### src/rtl/simple_cpu_mc.sv
// Multi-cycle CPU core: IDLE/DECODE/EXEC/MEM/WB with valid/ready instruction intake, regfile, data memory.
// Optional macro SIMPLE_CPU_FLAGS_EN builds the zero/carry flag registers; otherwise both flags read 0.
module simple_cpu_mc #(
  parameter int DATA_WIDTH  = 8,
  parameter int ADDR_BITS   = 5,
  parameter int INSTR_WIDTH = 20,
  parameter int REG_BITS    = 2
) (
  input  logic                   clk,
  input  logic                   rst,
  input  logic [INSTR_WIDTH-1:0] instr,
  input  logic                   instr_valid,
  output logic                   instr_ready,
  output logic                   retire,
  input  logic [REG_BITS-1:0]    dbg_sel,
  output logic [DATA_WIDTH-1:0]  dbg_data,
  output logic                   zero_flag,
  output logic                   carry_flag
);

  localparam int NREGS  = 2 ** REG_BITS;
  localparam int DEPTH  = 2 ** ADDR_BITS;
  localparam int X3_LSB = 4 + DATA_WIDTH;
  localparam int X2_LSB = X3_LSB + REG_BITS;
  localparam int X1_LSB = X2_LSB + REG_BITS;
  localparam int OP_LSB = X1_LSB + REG_BITS;

  localparam logic [2:0] IDLE   = 3'd0;
  localparam logic [2:0] DECODE = 3'd1;
  localparam logic [2:0] EXEC   = 3'd2;
  localparam logic [2:0] MEM    = 3'd3;
  localparam logic [2:0] WB     = 3'd4;

  localparam logic [1:0] OP_NOP   = 2'd0;
  localparam logic [1:0] OP_ALU   = 2'd1;
  localparam logic [1:0] OP_LOAD  = 2'd2;
  localparam logic [1:0] OP_STORE = 2'd3;

  logic [2:0]             state_reg;
  logic [INSTR_WIDTH-1:0] ir_reg;
  logic [DATA_WIDTH-1:0]  regs [NREGS];
  logic [DATA_WIDTH-1:0]  mem  [DEPTH];
  logic [DATA_WIDTH-1:0]  opa_reg, opb_reg, opc_reg, res_reg, mdr_reg;
  logic [ADDR_BITS-1:0]   addr_reg;
  logic                   alu_en_reg;
  logic                   retire_reg;

  logic [1:0]            op;
  logic [REG_BITS-1:0]   x1, x2, x3;
  logic [DATA_WIDTH-1:0] imm;
  logic [3:0]            funct;
  logic [DATA_WIDTH-1:0] alu_res;
  logic                  alu_en;
  logic                  wb_we;
  logic [DATA_WIDTH-1:0] wb_data;
  logic                  mem_we;

  assign op    = ir_reg[OP_LSB +: 2];
  assign x1    = ir_reg[X1_LSB +: REG_BITS];
  assign x2    = ir_reg[X2_LSB +: REG_BITS];
  assign x3    = ir_reg[X3_LSB +: REG_BITS];
  assign imm   = ir_reg[4 +: DATA_WIDTH];
  assign funct = ir_reg[3:0];

  assign instr_ready = (state_reg == IDLE);
  assign retire      = retire_reg;
  assign dbg_data    = regs[dbg_sel];

`ifdef SIMPLE_CPU_FLAGS_EN
  logic alu_carry;
`endif

  always_comb begin
    alu_res = '0;
    alu_en  = 1'b1;
`ifdef SIMPLE_CPU_FLAGS_EN
    alu_carry = 1'b0;
`endif
    case (funct)
      4'd0: begin
`ifdef SIMPLE_CPU_FLAGS_EN
        {alu_carry, alu_res} = {1'b0, opa_reg} + {1'b0, opb_reg};
`else
        alu_res = opa_reg + opb_reg;
`endif
      end
      4'd1: begin
        // Borrow falls out as the extra top bit of the widened difference
`ifdef SIMPLE_CPU_FLAGS_EN
        {alu_carry, alu_res} = {1'b0, opa_reg} - {1'b0, opb_reg};
`else
        alu_res = opa_reg - opb_reg;
`endif
      end
      4'd2:    alu_res = opa_reg & opb_reg;
      4'd3:    alu_res = opa_reg | opb_reg;
      4'd4:    alu_res = opa_reg ^ opb_reg;
      default: alu_en = 1'b0;
    endcase
  end

  always_ff @(posedge clk or negedge rst) begin
    if (!rst) begin
      state_reg  <= IDLE;
      ir_reg     <= '0;
      opa_reg    <= '0;
      opb_reg    <= '0;
      opc_reg    <= '0;
      res_reg    <= '0;
      mdr_reg    <= '0;
      addr_reg   <= '0;
      alu_en_reg <= 1'b0;
      retire_reg <= 1'b0;
    end else begin
      retire_reg <= 1'b0;
      case (state_reg)
        IDLE: begin
          if (instr_valid) begin
            ir_reg    <= instr;
            state_reg <= DECODE;
          end
        end
        DECODE: begin
          // All operands are latched here, so a destination that aliases a source sees the old value
          opa_reg <= regs[x2];
          opb_reg <= regs[x3];
          opc_reg <= regs[x1];
          if (op == OP_NOP) begin
            state_reg  <= IDLE;
            retire_reg <= 1'b1;
          end else begin
            state_reg <= EXEC;
          end
        end
        EXEC: begin
          if (op == OP_ALU) begin
            res_reg    <= alu_res;
            alu_en_reg <= alu_en;
            state_reg  <= WB;
          end else begin
            addr_reg  <= ADDR_BITS'({1'b0, opa_reg} + {1'b0, imm});
            state_reg <= MEM;
          end
        end
        MEM: begin
          if (op == OP_LOAD) begin
            mdr_reg   <= mem[addr_reg];
            state_reg <= WB;
          end else begin
            state_reg  <= IDLE;
            retire_reg <= 1'b1;
          end
        end
        WB: begin
          state_reg  <= IDLE;
          retire_reg <= 1'b1;
        end
        default: state_reg <= IDLE;
      endcase
    end
  end

  assign wb_we   = (state_reg == WB) && ((op == OP_LOAD) || ((op == OP_ALU) && alu_en_reg));
  assign wb_data = (op == OP_LOAD) ? mdr_reg : res_reg;
  assign mem_we  = (state_reg == MEM) && (op == OP_STORE);

  genvar gi;
  generate
    for (gi = 0; gi < NREGS; gi++) begin : g_reg
      always_ff @(posedge clk or negedge rst) begin
        if (!rst)
          regs[gi] <= DATA_WIDTH'(gi);
        else if (wb_we && (x1 == REG_BITS'(gi)))
          regs[gi] <= wb_data;
      end
    end
    for (gi = 0; gi < DEPTH; gi++) begin : g_mem
      always_ff @(posedge clk or negedge rst) begin
        if (!rst)
          mem[gi] <= '0;
        else if (mem_we && (addr_reg == ADDR_BITS'(gi)))
          mem[gi] <= opc_reg;
      end
    end
  endgenerate

`ifdef SIMPLE_CPU_FLAGS_EN
  logic res_carry_reg;
  logic zero_flag_reg;
  logic carry_flag_reg;

  // Flags only move on a real ALU write-back; memory ops and NOPs leave them alone
  always_ff @(posedge clk or negedge rst) begin
    if (!rst) begin
      res_carry_reg  <= 1'b0;
      zero_flag_reg  <= 1'b0;
      carry_flag_reg <= 1'b0;
    end else begin
      if (state_reg == EXEC)
        res_carry_reg <= alu_carry;
      if ((state_reg == WB) && (op == OP_ALU) && alu_en_reg) begin
        zero_flag_reg  <= (res_reg == '0);
        carry_flag_reg <= res_carry_reg;
      end
    end
  end

  assign zero_flag  = zero_flag_reg;
  assign carry_flag = carry_flag_reg;
`else
  assign zero_flag  = 1'b0;
  assign carry_flag = 1'b0;
`endif

endmodule

### config.mk
export PLATFORM = sky130hd
export DESIGN_NAME = simple_cpu_mc
export DESIGN_NICKNAME = d
export VERILOG_FILES = /design/src/rtl/simple_cpu_mc.sv
export SDC_FILE = /design/constraint.sdc
export NUM_CORES = 1
export LEC_CHECK = 0
export BUFFER_PORTS_ARGS = -buffer_cell sky130_fd_sc_hd__buf_2
export CORE_MARGIN = 1.5
export CORE_UTILIZATION = 55
export DETAILED_ROUTE_END_ITERATION = 16
export PLACE_DENSITY = 0.71
export SLEW_MARGIN = 10
export SYNTH_ARGS = -nofsm -noshare
export SYNTH_HDL_FRONTEND = slang
export SYNTH_SLANG_ARGS = --single-unit
### constraint.sdc
create_clock -name clk -period 3.6 [get_ports clk]
set_input_delay 0.18 -clock clk [delete_from_list [all_inputs] [get_ports clk]]
set_output_delay 0.18 -clock clk [all_outputs]
set_load 0.01 [all_outputs]
Yosys cells after proc, flatten, opt, wreduce, memory -nomap -nowiden. Index checks and enable logic that the tools add are counted.

Bits in registers: 358. Bits of input ports: 25. Output and inout bits: 12. Logic and storage cells: 185.

Add/sub/neg operators: 3. Magnitude comparators: 5. Equal/unequal tests: 46. Muxes and demuxes: 26. Bitwise gates (word level): 9. Reduce and logical (&&, ||, !) cells: 50.

Operators by type and width (count): 2-to-1 mux 8 bit (11); == test 5 bit (second input constant) (16); binary-select mux 8 bit (select 2 bit) (4); binary-select mux 8 bit (select 5 bit) (1); == test 5 x 4 -> 1 bit (second input constant) (8); case mux 8 bit (5 select lines) (1); logical AND 1 bit (39); == test 5 x 3 -> 1 bit (second input constant) (4); >= comparator 3 bit (second input constant) (4); NOT 2 -> 3 bit (4); case mux 3 bit (4 select lines) (1); == test 5 x 2 -> 1 bit (second input constant) (2); 2-to-1 mux 3 bit (3); adder 8 bit (1); bitwise AND 8 bit (1); == test 2 bit (second input constant) (4); == test 4 x 2 -> 1 bit (second input constant) (2); bitwise OR 8 bit (1); AND reduction 2 bit (4); subtractor 8 bit (1); XOR 8 bit (1); == test 3 x 2 -> 1 bit (second input constant) (2); >= comparator 6 bit (second input constant) (1); NOT 5 -> 6 bit (1); other kinds (18) (22).

Longest topological paths before layout. Gate-level depths: netlist of the first run.

Depth after elaboration: 5. Depth in mapped cells: 13. Mapped depth without buffers: 12.

Least setup slack after synthesis of the first run. OpenSTA, ideal clock, no wires.

Path kind: register -> register. Start: register ir_reg[2]. End: register res_reg[6]. Library setup time: 0.136 ns. Data arrival time: 2.547 ns. Required time: 3.464 ns. Setup slack: 0.917 ns. Stages on the path, launching flop included: 13. Buffers on the path: 1. Clock period less this slack: 2.683 ns. Cell sequence: dfrtp_1 > clkbuf_1 > nor3_4 > nand2_1 > mux2i_1 > fa_1 > a21o_1 > a21oi_1 > o21bai_1 > a21oi_1 > xnor2_1 > a222oi_1 > o21ai_0.

Word-level cells in the longest chain between the ends: 2. Elaborated cells between the ends (all ways): 6. Those cells by class: 4 x eq/ne; 1 x mux; 1 x reduce/logical.

Ends and longest elaborated chain: from (decl) (line 40) `logic [INSTR_WIDTH-1:0] ir_reg;`; from (signal assigned) (line 119) `ir_reg <= instr;`; == test 4 x 3 -> 1 bit, or another cell as far along (line 79) `case (funct)`; case mux 8 bit (5 select lines) (*) (line 79); to (signal assigned) (line 137) `res_reg <= alu_res;`; to (decl) (line 43) `logic [DATA_WIDTH-1:0] opa_reg, opb_reg, opc_reg, res_reg, mdr_reg;`.

Every way passes the cells marked *; elsewhere a longest branch is shown, timed or not. A chain may end at the register's enable or synchronous reset.

Final worst setup path of the first run.
Start: register ir_reg[3]. End: register res_reg[7].

Same word-level chain as after synthesis.

==> impl_results.md, run 1 <==
* Critical path peak fanout at 9
* Top Ports at 37
* Global-route wire length before repair at 62800 µm
* Starting Density at between 50% and 60%
* Number of global-route vias before repair at roughly 11000
* Critical Path RT at just under 4000 ps
* Largest net degree at the start of global routing at 140
* Leakage at 0.00905 µW
* Global-route usage over all layers at 24.6%
* Final antenna diode count at 0
* Syn Area/Cell at 14.0 µm²
* Post-synth EDFFs at 0
* Total die area at about 33000 µm²
* Most frequent cell after synthesis: dfrtp_1
* Share of cells above drive strength 1 at 41.5%
* Yosys warns at 0
* CTS tree: yes
* Most frequent cells after synthesis: dfrtp_1, mux2_2, mux4_2
* Final hold vios at 0
* Post-synthesis simple-gate area fraction at 6.16%
* Top_reg_cell synth: dfrtp_1
* Clock-pin slew on the worst setup and hold paths at about 60 ps
* Final Max Slew Viols at 0
* Maximum operating frequency at around 320 MHz
* Post-synthesis register bit count at 355
* Max_cap viols at 0
* Part of the cycle the worst path needs at 85.8%
* Via count at between 10000 and 15000
* Syn-to-layout area delta at 11.4%
* H-tree depth at 2
* Endpoints failing setup at 0
* Largest family of logic cells by synthesized area: multiplexers
* Post-CTS setup buffer count at 0
* Total gr overflow at 0
* Total wire length at 38300 µm
* Sequential fraction of the synthesis area at a little over 50%
* Finished Core Util at 62.0%
* Die width at roughly 180 µm
* Deepest clock path buffer count at 3
* DR WL/cell at approximately 23 µm
* RSZ-0062 raised after global routing: false
* Layout Skew at between 8 and 9 ps
* Post-synth ARST share at 100%
* Area leader, netlist: dfrtp_1
* Setup TNS Final at 0 ps
* Post-DRT Antenna Nets at 0
* Worst path arrival time at 3460 ps
* CTS Root Cell: clkbuf_16
* Minimum clock period at ~3100 ps
* DR DRC count at 0
* Synth cell types at 65
* CTS Sinks at 355
* Vias per cell at 6.14
* Adder-cell share of the synthesized area at 2.23%
* Status: complete, no violations
* Hpwl dp at between 20000 and 25000 µm
* CP Launch Type: register
* Core ar. at 31400 µm²
* Synth Cell Area at around 17000 µm²
* Setup slack after layout at just over 500 ps
* GPL Wtd Cong at around 0.83
* Mux cell area share after synthesis at approximately a third
* Post-synthesis cell count at 1245
* Critical path class: register to register
* Worst vdd ir at 561 µV
* Initial antenna violation count at 0
* Skew-Pair Late Insertion Delay at around 520 ps
* Drt initial violations at about 650
* DIE HEIGHT at around 180 µm
* Post-Synth XOR/XNOR Area at less than 1%
* Max reg flops at ~260
* First-pass DRT Iterations at 7
* Core Rows at 65
* CTS buffer count at 38
* Compound-gate portion of the synthesized area at between 5 and 6%
* Hold Path Class: primary input to asynchronous set/reset pin
* Largest cells by area after synthesis: dfrtp_1, mux2_2, mux4_2
* IO buf count at 31
* Slew @ Worst Pin at between 1000 and 1500 ps
* Worst slack at placement at between 500 and 600 ps
* Element type at the critical path end: register
* Top cell type's share of synthesized area at 50.3%
* Total power at about 14000 µW
* Final nets at around 1300
* PD cells at about 700 nW/µm²
* Max-slew headroom at roughly 16%
[logic make-up (layout without fill, tap and decap cells)]
logic type / count (synthesis) / count (layout)
XOR/XNOR: 16 / 16
multiplexers: 391 / 391
AND/OR/NAND/NOR: 191 / 191
flip-flops: 355 / 355
other: 1 / 2
buffers and inverters: 111 / 165
AO/OA/AOI/OAI: 150 / 150
adder cells (fa/ha/maj): 30 / 30
[layout by cell type, fill, tap and decap left out, drive strengths merged, types with 2 or more instances in the layout]
master,instances
dfstp,4
a21oi,53
a22oi,31
ha,28
o211ai,2
a222oi,3
o31ai,5
nand2b,5
and3,4
or3,2
buf,54
nand2,55
dlygate4sd3,19
nand3,9
a21o,5
nor2b,10
and2,3
clkinvlp,2
xor2,4
nand3b,3
o21ai,41
inv,24
clkinv,10
fa,2
or2,2
nor3b,3
mux2,282
nor2,78
nor3,12
o21a,2
conb,2
mux4,96
dfrtp,351
xnor2,12
clkbuf,55
mux2i,13
[through the flow]
step,hold slack (ps),area [µm²],instances
after floorplan,-116,17500,1246
after global placement,172,18000,1615
after detailed placement,171,18000,1615
after CTS,240,19400,1701
after global routing,271,19500,1702
final,204,19500,1702
[worst paths after layout]
kind	from	to	slack, ps	cells past startpoint
setup / recovery	ir_reg[3]$_DFFE_PN0P_	res_reg[7]$_DFFE_PN0P_	510	11
hold / removal	rst	ir_reg[4]$_DFFE_PN0P_	200	2
setup reg to reg	ir_reg[3]$_DFFE_PN0P_	res_reg[7]$_DFFE_PN0P_	510	11
hold reg to reg	res_reg[0]$_DFFE_PN0P_	res_reg[0]$_DFFE_PN0P_	480	1
max in group asynchronous	rst	mem[23]$_DFFE_PN0P_	2260	3
min in group clk	instr[4]	ir_reg[4]$_DFFE_PN0P_	430	3
[worst max-delay path, stage by stage (launching register included)]
cell and delay (ps):
dfrtp_1 490, nor3_4 430, nand2_1 200, mux2i_1 270
ha_1 280, nor2b_1 140, o211ai_1 190, nand3b_1 140
o41a_1 350, xnor2_1 130, a222oi_1 210, o21ai_0 110
[per-layer routing]
metal  wire length, µm  GRT usage (%)
met1             17600           36.2
met2             18100           38.7
met3              1650           3.43
met4               948           7.10
met5                 0              0
[where the power goes]
part	internal (µW)	switching (µW)	total, µW
sequential	4480	976	5450
combinational	2110	2150	4260
clock	2340	1560	3900
total	8930	4680	13600
[repair_timing]
item	in CTS	in global routing
setup endpoints to repair	0	0
endpoints found under the hold margin	78	0
gates resized for setup	0	0
hold buffers	19	0
[layout make-up]
type                            count  area [µm²]
Fill cell                        2382       11900
Sequential cell                   355        8900
Multi-Input combinational cell    780        8100
Clock buffer                       55        1180
Timing Repair Buffer               73         611
Tap cell                          402         503
Inverter                           25        93.8
Clock inverter                     12        90.1
Note: power is estimated with default switching activity, not from simulation.
==> run 2, diff against run 1 <==
==> constraint.sdc (replaced) <==
create_clock -name clk -period 3.4 [get_ports clk]
set_input_delay 0.17 -clock clk [delete_from_list [all_inputs] [get_ports clk]]
set_output_delay 0.17 -clock clk [all_outputs]
set_load 0.01 [all_outputs]
==> run 2 against run 1 <==
  * Clock-buffer cell count grew 5
  * Combinational power grew 6.8%
  * First-iteration DRC count shrank 1.8%
  * Cell area is essentially flat
  * Wire length grew 1.4%
  * Global-route usage grew 0.058 points
  * Non-clock buffer count grew 6
  * Register-to-register slack lost 130 ps
  * Highest routed layer unchanged
==> impl_results.md, run 2 (same netlist as run 1, synthesis figures left out) <==
* Gates resized, CTS repair at 0 (unchanged)
* WP buf/inv at 0 (unchanged)
* Vias per cell at 6.10 (-0.69%)
* Skew-Pair Late Insertion Delay at 530 ps (about the same)
* Element type at the critical path end: register
* Syn-to-layout area delta at 11.5% (about the same)
* Hpwl dp at 25400 µm (+3.0%)
* Part of the cycle the worst path needs at 88.9% (+3.1 points)
* Minimum clock period at 3020 ps (-67.0 ps)
* DIE HEIGHT at 181 µm (unchanged)
* Drt initial violations at 641 (-1.8%)
* IO buf count at 31 (unchanged)
* CTS tree: yes
* Critical Path Stages at 11 (unchanged)
* Deepest clock path buffer count at 3 (unchanged)
* First-pass DRT Iterations at 5 (-2)
* CTS Root Cell: clkbuf_16
* Status: complete, no violations
* Via count at 10412 (-0.40%)
* P_int at 9440 µW (+5.7%)
* Top Ports at 37 (unchanged)
* Max_cap viols at 0 (unchanged)
* CP Launch Point: ir_reg[1]$_DFFE_PN0P_
* Net load switching power at 4990 µW (+6.6%)
* Multi-input gate area at 8100 µm² (unchanged)
* Setup TNS Final at 0 ps (unchanged)
* Post-CTS setup buffer count at 0 (unchanged)
* Commonest non-fill, non-tap cell in the layout: dfrtp_1
* Maximum operating frequency at 331 MHz (+2.2%)
* CP Launch Type: register
* Starting Density at 55.7% (unchanged)
* Final nets at 1335 (+0.53%)
* Total die area at 32900 µm² (unchanged)
* Slowest cell on crit path: dfrtp_1
* Number of global-route vias before repair at 10966 (-1.3%)
* DR DRC count at 0 (unchanged)
* Core ar. at 31400 µm² (unchanged)
* Total wire length at 38800 µm (+1.4%)
* Global-route wire length before repair at 62700 µm (-0.17%)
* Max reg flops at 256 (unchanged)
* Layout Skew at 18.2 ps (+9.62 ps)
* CTS Sinks at 355 (unchanged)
* FF+latch area at 8900 µm² (about the same)
* Initial antenna violation count at 0 (unchanged)
* Die width at 181 µm (unchanged)
* Slew @ Worst Pin at 1020 ps (-240 ps)
* Critical Path RT at 3780 ps (-190 ps)
* Core Rows at 65 (unchanged)
* Clk pwr share at 28.5% (-0.2 points)
* Max-slew headroom at 31.8% (+16 points)
* Total gr overflow at 0 (unchanged)
* Combinational Power Share at 31.5% (+0.2 points)
* Global-route usage over all layers at 24.7% (+0.058 points)
* Total power at 14400 µW (+6.0%)
* CTS buffer count at 39 (+2.6%)
* DR WL/cell at 22.8 µm (+1.1%)
* Hold Path Class: primary input to asynchronous set/reset pin
* Max stage delay on crit path at 480 ps (about the same)
* PD cells at 741 nW/µm² (+6.0%)
* Critical path peak fanout at 8 (-1)
* Endpoints failing setup at 0 (unchanged)
* Worst path arrival time at 3400 ps (-60 ps)
* Seq pwr share at 40.0% (about the same)
* H-tree depth at 2 (unchanged)
* Post-DRT Antenna Nets at 0 (unchanged)
* Critical-path cell list: nor3_4, nand2_1, mux2i_1, ha_1, nor2b_1, o211ai_1, nand3b_1, o41a_1, xnor2_1, a222oi_1, o21ai_0
* Filler instances at 2388 (+0.25%)
* Crit Reg-Reg Endpoint: res_reg[7]$_DFFE_PN0P_
* Share of cells above drive strength 1 at 41.4% (-0.13 points)
* Depth of the most critical reg-to-reg path at 11 (unchanged)
* Commonest cells after routing, fill and taps aside: dfrtp_1, mux2_2, mux4_2, a21oi_1, nor2_1
* Final Max Slew Viols at 0 (unchanged)
* Crit path max-delay family: compound AO/OA/AOI/OAI gates
* Final hold vios at 0 (unchanged)
* CTS Hold Buffers Added at 19 (unchanged)
* Leakage at 0.00905 µW (about the same)
* CP Capture Point: res_reg[7]$_DFFE_PN0P_
* RSZ-0062 raised after global routing: false
* Register-to-register path setup slack at 380 ps (-130 ps)
* Largest net degree at the start of global routing at 113 (-19%)
* Switching fraction of total power at 34.6% (+0.18 points)
* GPL Wtd Cong at 0.854 (+2.4%)
* Worst vdd ir at 479 µV (-15%)
* R2R Path Start: ir_reg[1]$_DFFE_PN0P_
* Clock-pin slew on the worst setup and hold paths at 60 ps (about the same)
* Critical path class: register to register
==> run 2: changes by cell type in the layout (fill, tap and decap cells not counted), moves of 2 or more <==
cell,previous run,this run
buf_4,17,24
clkbuf_1,4,10
clkinv_2,9,2
clkinvlp_4,2,0
dfrtp_1,347,345
dfrtp_2,3,5
==> run 2: layer usage <==
layer	up-vias	routed length, µm	share of wire, %	global-route usage, %
li1	4629	-	-	-
met1	5499	17100	44	34.9
met2	229	19000	49	40.3
met3	55	1970	5.1	4.21
met4	0	736	1.9	5.87
met5	-	0	0	0
==> run 2: power by group through the flow <==
stage	clock (µW)	combinational [µW]	sequential, µW
finish	4120	4550	5770
global route	4370	4980	5900
CTS	4200	4550	5780
detailed placement	0	4490	5850
global placement	0	4420	5810
floorplan	0	3950	5140
==> run 2: final cells by class <==
cell class              instances  share of cell area (%)
flip-flops and latches        355                    45.7
multi-input cells             780                    41.6
clock buffers                  60                    6.10
repair buffers                 79                    3.26
well taps                     402                    2.58
inverters                      25                   0.482
clock inverters                 5                   0.295
diodes                          1                  0.0128
==> run 2: per-stage QoR <==
stage | hold WS (ps) | setup slack, ps | util (%) | instances | instance area [µm²]
after floorplan | -126 | 717 | - | 1246 | 17500
after global placement | 306 | 474 | 57.5 | 1622 | 18000
after detailed placement | 313 | 415 | 57.5 | 1622 | 18000
after CTS | 350 | 385 | 62.0 | 1706 | 19500
after global routing | 403 | 111 | 62.0 | 1706 | 19500
final | 305 | 377 | 62.0 | 1707 | 19500
==> run 2: worst min path at each step <==
stage / end / slack (ps) / depth (start not counted)
4_1_cts: ir_reg[4]$_DFFE_PN0P_ / 350 / 2
2_1_floorplan: addr_reg[0]$_DFFE_PN0P_ / -130 / 0
6_report: addr_reg[4]$_DFFE_PN0P_ / 300 / 2
5_1_grt: addr_reg[4]$_DFFE_PN0P_ / 400 / 2
3_3_place_gp: ir_reg[4]$_DFFE_PN0P_ / 310 / 1
3_5_place_dp: addr_reg[4]$_DFFE_PN0P_ / 310 / 1
==> run 3, diff against run 2 <==
--- a/config.mk
+++ b/config.mk
@@ -7,9 +7,9 @@
 export LEC_CHECK = 0
 export BUFFER_PORTS_ARGS = -buffer_cell sky130_fd_sc_hd__buf_2
 export CORE_MARGIN = 1.5
-export CORE_UTILIZATION = 55
+export CORE_UTILIZATION = 50
 export DETAILED_ROUTE_END_ITERATION = 16
-export PLACE_DENSITY = 0.71
+export PLACE_DENSITY = 0.66
 export SLEW_MARGIN = 10
 export SYNTH_ARGS = -nofsm -noshare
 export SYNTH_HDL_FRONTEND = slang
==> run 3 against run 2 <==
  * Via count shrank 0.47%
  * Global-route usage is 1.4 points lower
  * Utilization fell by 5.1 points
  * Wire length grew 3.1%
  * Sequential power is essentially flat
  * Non-clock buffer count is 4 higher
  * Critical path depth unchanged
  * First-iteration DRC count is 10% higher
  * Sequential share of layout area fell by 0.33 points
  * Worst setup slack lost 66 ps
  * Critical path type unchanged
  * Critical endpoint unchanged
==> impl_results.md, run 3 (same netlist as run 1, synthesis figures left out) <==
* Global-route wire length before repair at 64300 µm (+2.5%)
* Worst vdd ir at 545 µV (+14%)
* Critical Path RT at 3800 ps (+20 ps)
* Post-CTS setup buffer count at 0 (unchanged)
* Total die area at 36100 µm² (+9.8%)
* Max reg flops at 256 (unchanged)
* Critical-path cell list: nor3_4, nand2_1, mux2i_1, ha_1, nor2b_1, o211ai_1, nand3b_1, o41a_1, xnor2_1, a222oi_1, o21ai_0
* Status: complete, no violations
* Switching fraction of total power at 34.7% (+0.094 points)
* Syn-to-layout area delta at 12.2%
* Final Max Slew Viols at 0 (unchanged)
* Part of the cycle the worst path needs at 90.8% (+1.9 points)
* Clk pwr share at 29.2% (+0.7 points)
* Combinational Power Share at 31.6% (about the same)
* Skew-Pair Late Insertion Delay at 540 ps (about the same)
* Setup TNS Final at 0 ps (unchanged)
* Slowest cell on crit path: dfrtp_1
* Gates resized, CTS repair at 0 (unchanged)
* Hpwl dp at 26000 µm (+2.4%)
* Post-DRT Antenna Nets at 0 (unchanged)
* Max-slew headroom at 12.3% (-20 points)
* Total gr overflow at 0 (unchanged)
* IO buf count at 31 (unchanged)
* Final nets at 1338 (+0.22%)
* Filler instances at 2804 (+17%)
* Element type at the critical path end: register
* Core Rows at 68 (+4.6%)
* RSZ-0062 raised after global routing: false
* Worst path arrival time at 3480 ps (+80 ps)
* CTS tree: yes
* Endpoints failing setup at 0 (unchanged)
* Critical path class: register to register
* Max stage delay on crit path at 490 ps (about the same)
* Max_cap viols at 0 (unchanged)
* Largest net degree at the start of global routing at 107 (-5.3%)
* CTS Sinks at 355 (unchanged)
* Global-route usage over all layers at 23.3% (-1.4 points)
* Clock-pin slew on the worst setup and hold paths at 60 ps (about the same)
* Commonest non-fill, non-tap cell in the layout: dfrtp_1
* Vias per cell at 5.87 (-3.8%)
* WP buf/inv at 0 (unchanged)
* Share of cells above drive strength 1 at 41.5% (+0.084 points)
* Cell Count, Final, Fillers Out at 1766 (+3.5%)
* Commonest cells after routing, fill and taps aside: dfrtp_1, mux2_2, mux4_2, a21oi_1, nor2_1
* Deepest clock path buffer count at 3 (unchanged)
* Maximum operating frequency at 324 MHz (-2.1%)
* Net load switching power at 5080 µW (+1.8%)
* H-tree depth at 2 (unchanged)
* Drt initial violations at 708 (+10%)
* Hold WS at 274 ps (-31.1 ps)
* P_int at 9580 µW (+1.4%)
* Leakage at 0.00910 µW (+0.58%)
* PD cells at 748 nW/µm² (+0.84%)
* Hold Path Class: primary input to asynchronous set/reset pin
* Initial antenna violation count at 1 (+1)
* GPL Wtd Cong at 0.851 (-0.32%)
* DR WL/cell at 22.7 µm (-0.34%)
* Crit path max-delay family: compound AO/OA/AOI/OAI gates
* Dpl cells at 1679 (+3.5%)
* Die width at 190 µm (+4.8%)
* Number of global-route vias before repair at 10974 (+0.073%)
* Layout Skew at 9.17 ps (-9.07 ps)
* DR DRC count at 0 (unchanged)
* DIE HEIGHT at 190 µm (+4.8%)
* Total wire length at 40000 µm (+3.1%)
* CTS Hold Buffers Added at 19 (unchanged)
* Final hold vios at 0 (unchanged)
* Slew @ Worst Pin at 1320 ps (+293 ps)
* Critical path peak fanout at 8 (unchanged)
* Final antenna diode count at 0 (-1)
* Finished Core Util at 56.9% (-5.1 points)
* CTS Root Cell: clkbuf_16
* Core ar. at 34500 µm² (+9.8%)
* Minimum clock period at 3090 ps (+65.9 ps)
* First-pass DRT Iterations at 7 (+2)
* CP Launch Type: register
* Top Ports at 37 (unchanged)
* Via count at 10363 (-0.47%)
* Starting Density at 50.7% (-5.0 points)
* Seq pwr share at 39.2% (-0.8 points)
* CTS buffer count at 38 (-2.6%)
-- run 3: cell types whose count changed in the layout (fill, tap and decap cells not counted), sizes merged --
cell	delta
buf	+4
bufinv	+1
clkbuf	+1
clkinv	+2
diode	-1
inv	-1
-- run 3: layer usage --
layer,part of all wire (%),vias up,wire [µm],GRT usage [%]
met1,46,5437,18300,33.2
met4,2.5,0,996,6.96
met5,0,-,0,0
met3,4.5,63,1820,4.39
met2,47,225,18900,36.5
li1,-,4638,-,-
-- run 3: worst paths after layout --
kind                                        startpoint                endpoint  slack, ps  cells after the start
worst max register to register   ir_reg[3]$_DFFE_PN0P_  res_reg[7]$_DFFE_PN0P_        310                     11
max in group asynchronous                          rst    regs[16]$_DFFE_PN1P_       2040                      3
worst max-delay path             ir_reg[3]$_DFFE_PN0P_  res_reg[7]$_DFFE_PN0P_        310                     11
min in group clk                             instr[14]  ir_reg[14]$_DFFE_PN0P_        400                      3
worst min-delay path                               rst    mem[187]$_DFFE_PN0P_        270                      2
worst min register to register  res_reg[3]$_DFFE_PN0P_  res_reg[3]$_DFFE_PN0P_        480                      2
-- run 3: power by group through the flow --
stage	clock, µW	combinational [µW]	sequential [µW]
floorplan	0	3950	5140
global placement	0	4510	5780
detailed placement	0	4590	5810
CTS	4340	4640	5740
global route	4540	5080	5860
finish	4280	4640	5740
-- run 3: layout make-up --
cell class / count / area, µm² / area share [%]
clock buffer: 61 / 1210 / 6.18
clock inverter: 7 / 88.8 / 0.453
inverter: 25 / 93.8 / 0.479
multi-input combinational: 780 / 8100 / 41.3
sequential: 355 / 8890 / 45.4
tap: 455 / 569 / 2.90
timing repair buffer: 83 / 653 / 3.33
-- run 3: per-stage QoR --
| stage | cell area [µm²] | power [µW] | setup slack, ps |
|---|---|---|---|
| floorplan | 17500 | 9090 | 717 |
| global placement | 18100 | 10300 | 447 |
| detailed placement | 18100 | 10400 | 345 |
| CTS | 19600 | 14700 | 323 |
| global route | 19600 | 15500 | 112 |
| finish | 19600 | 14700 | 311 |
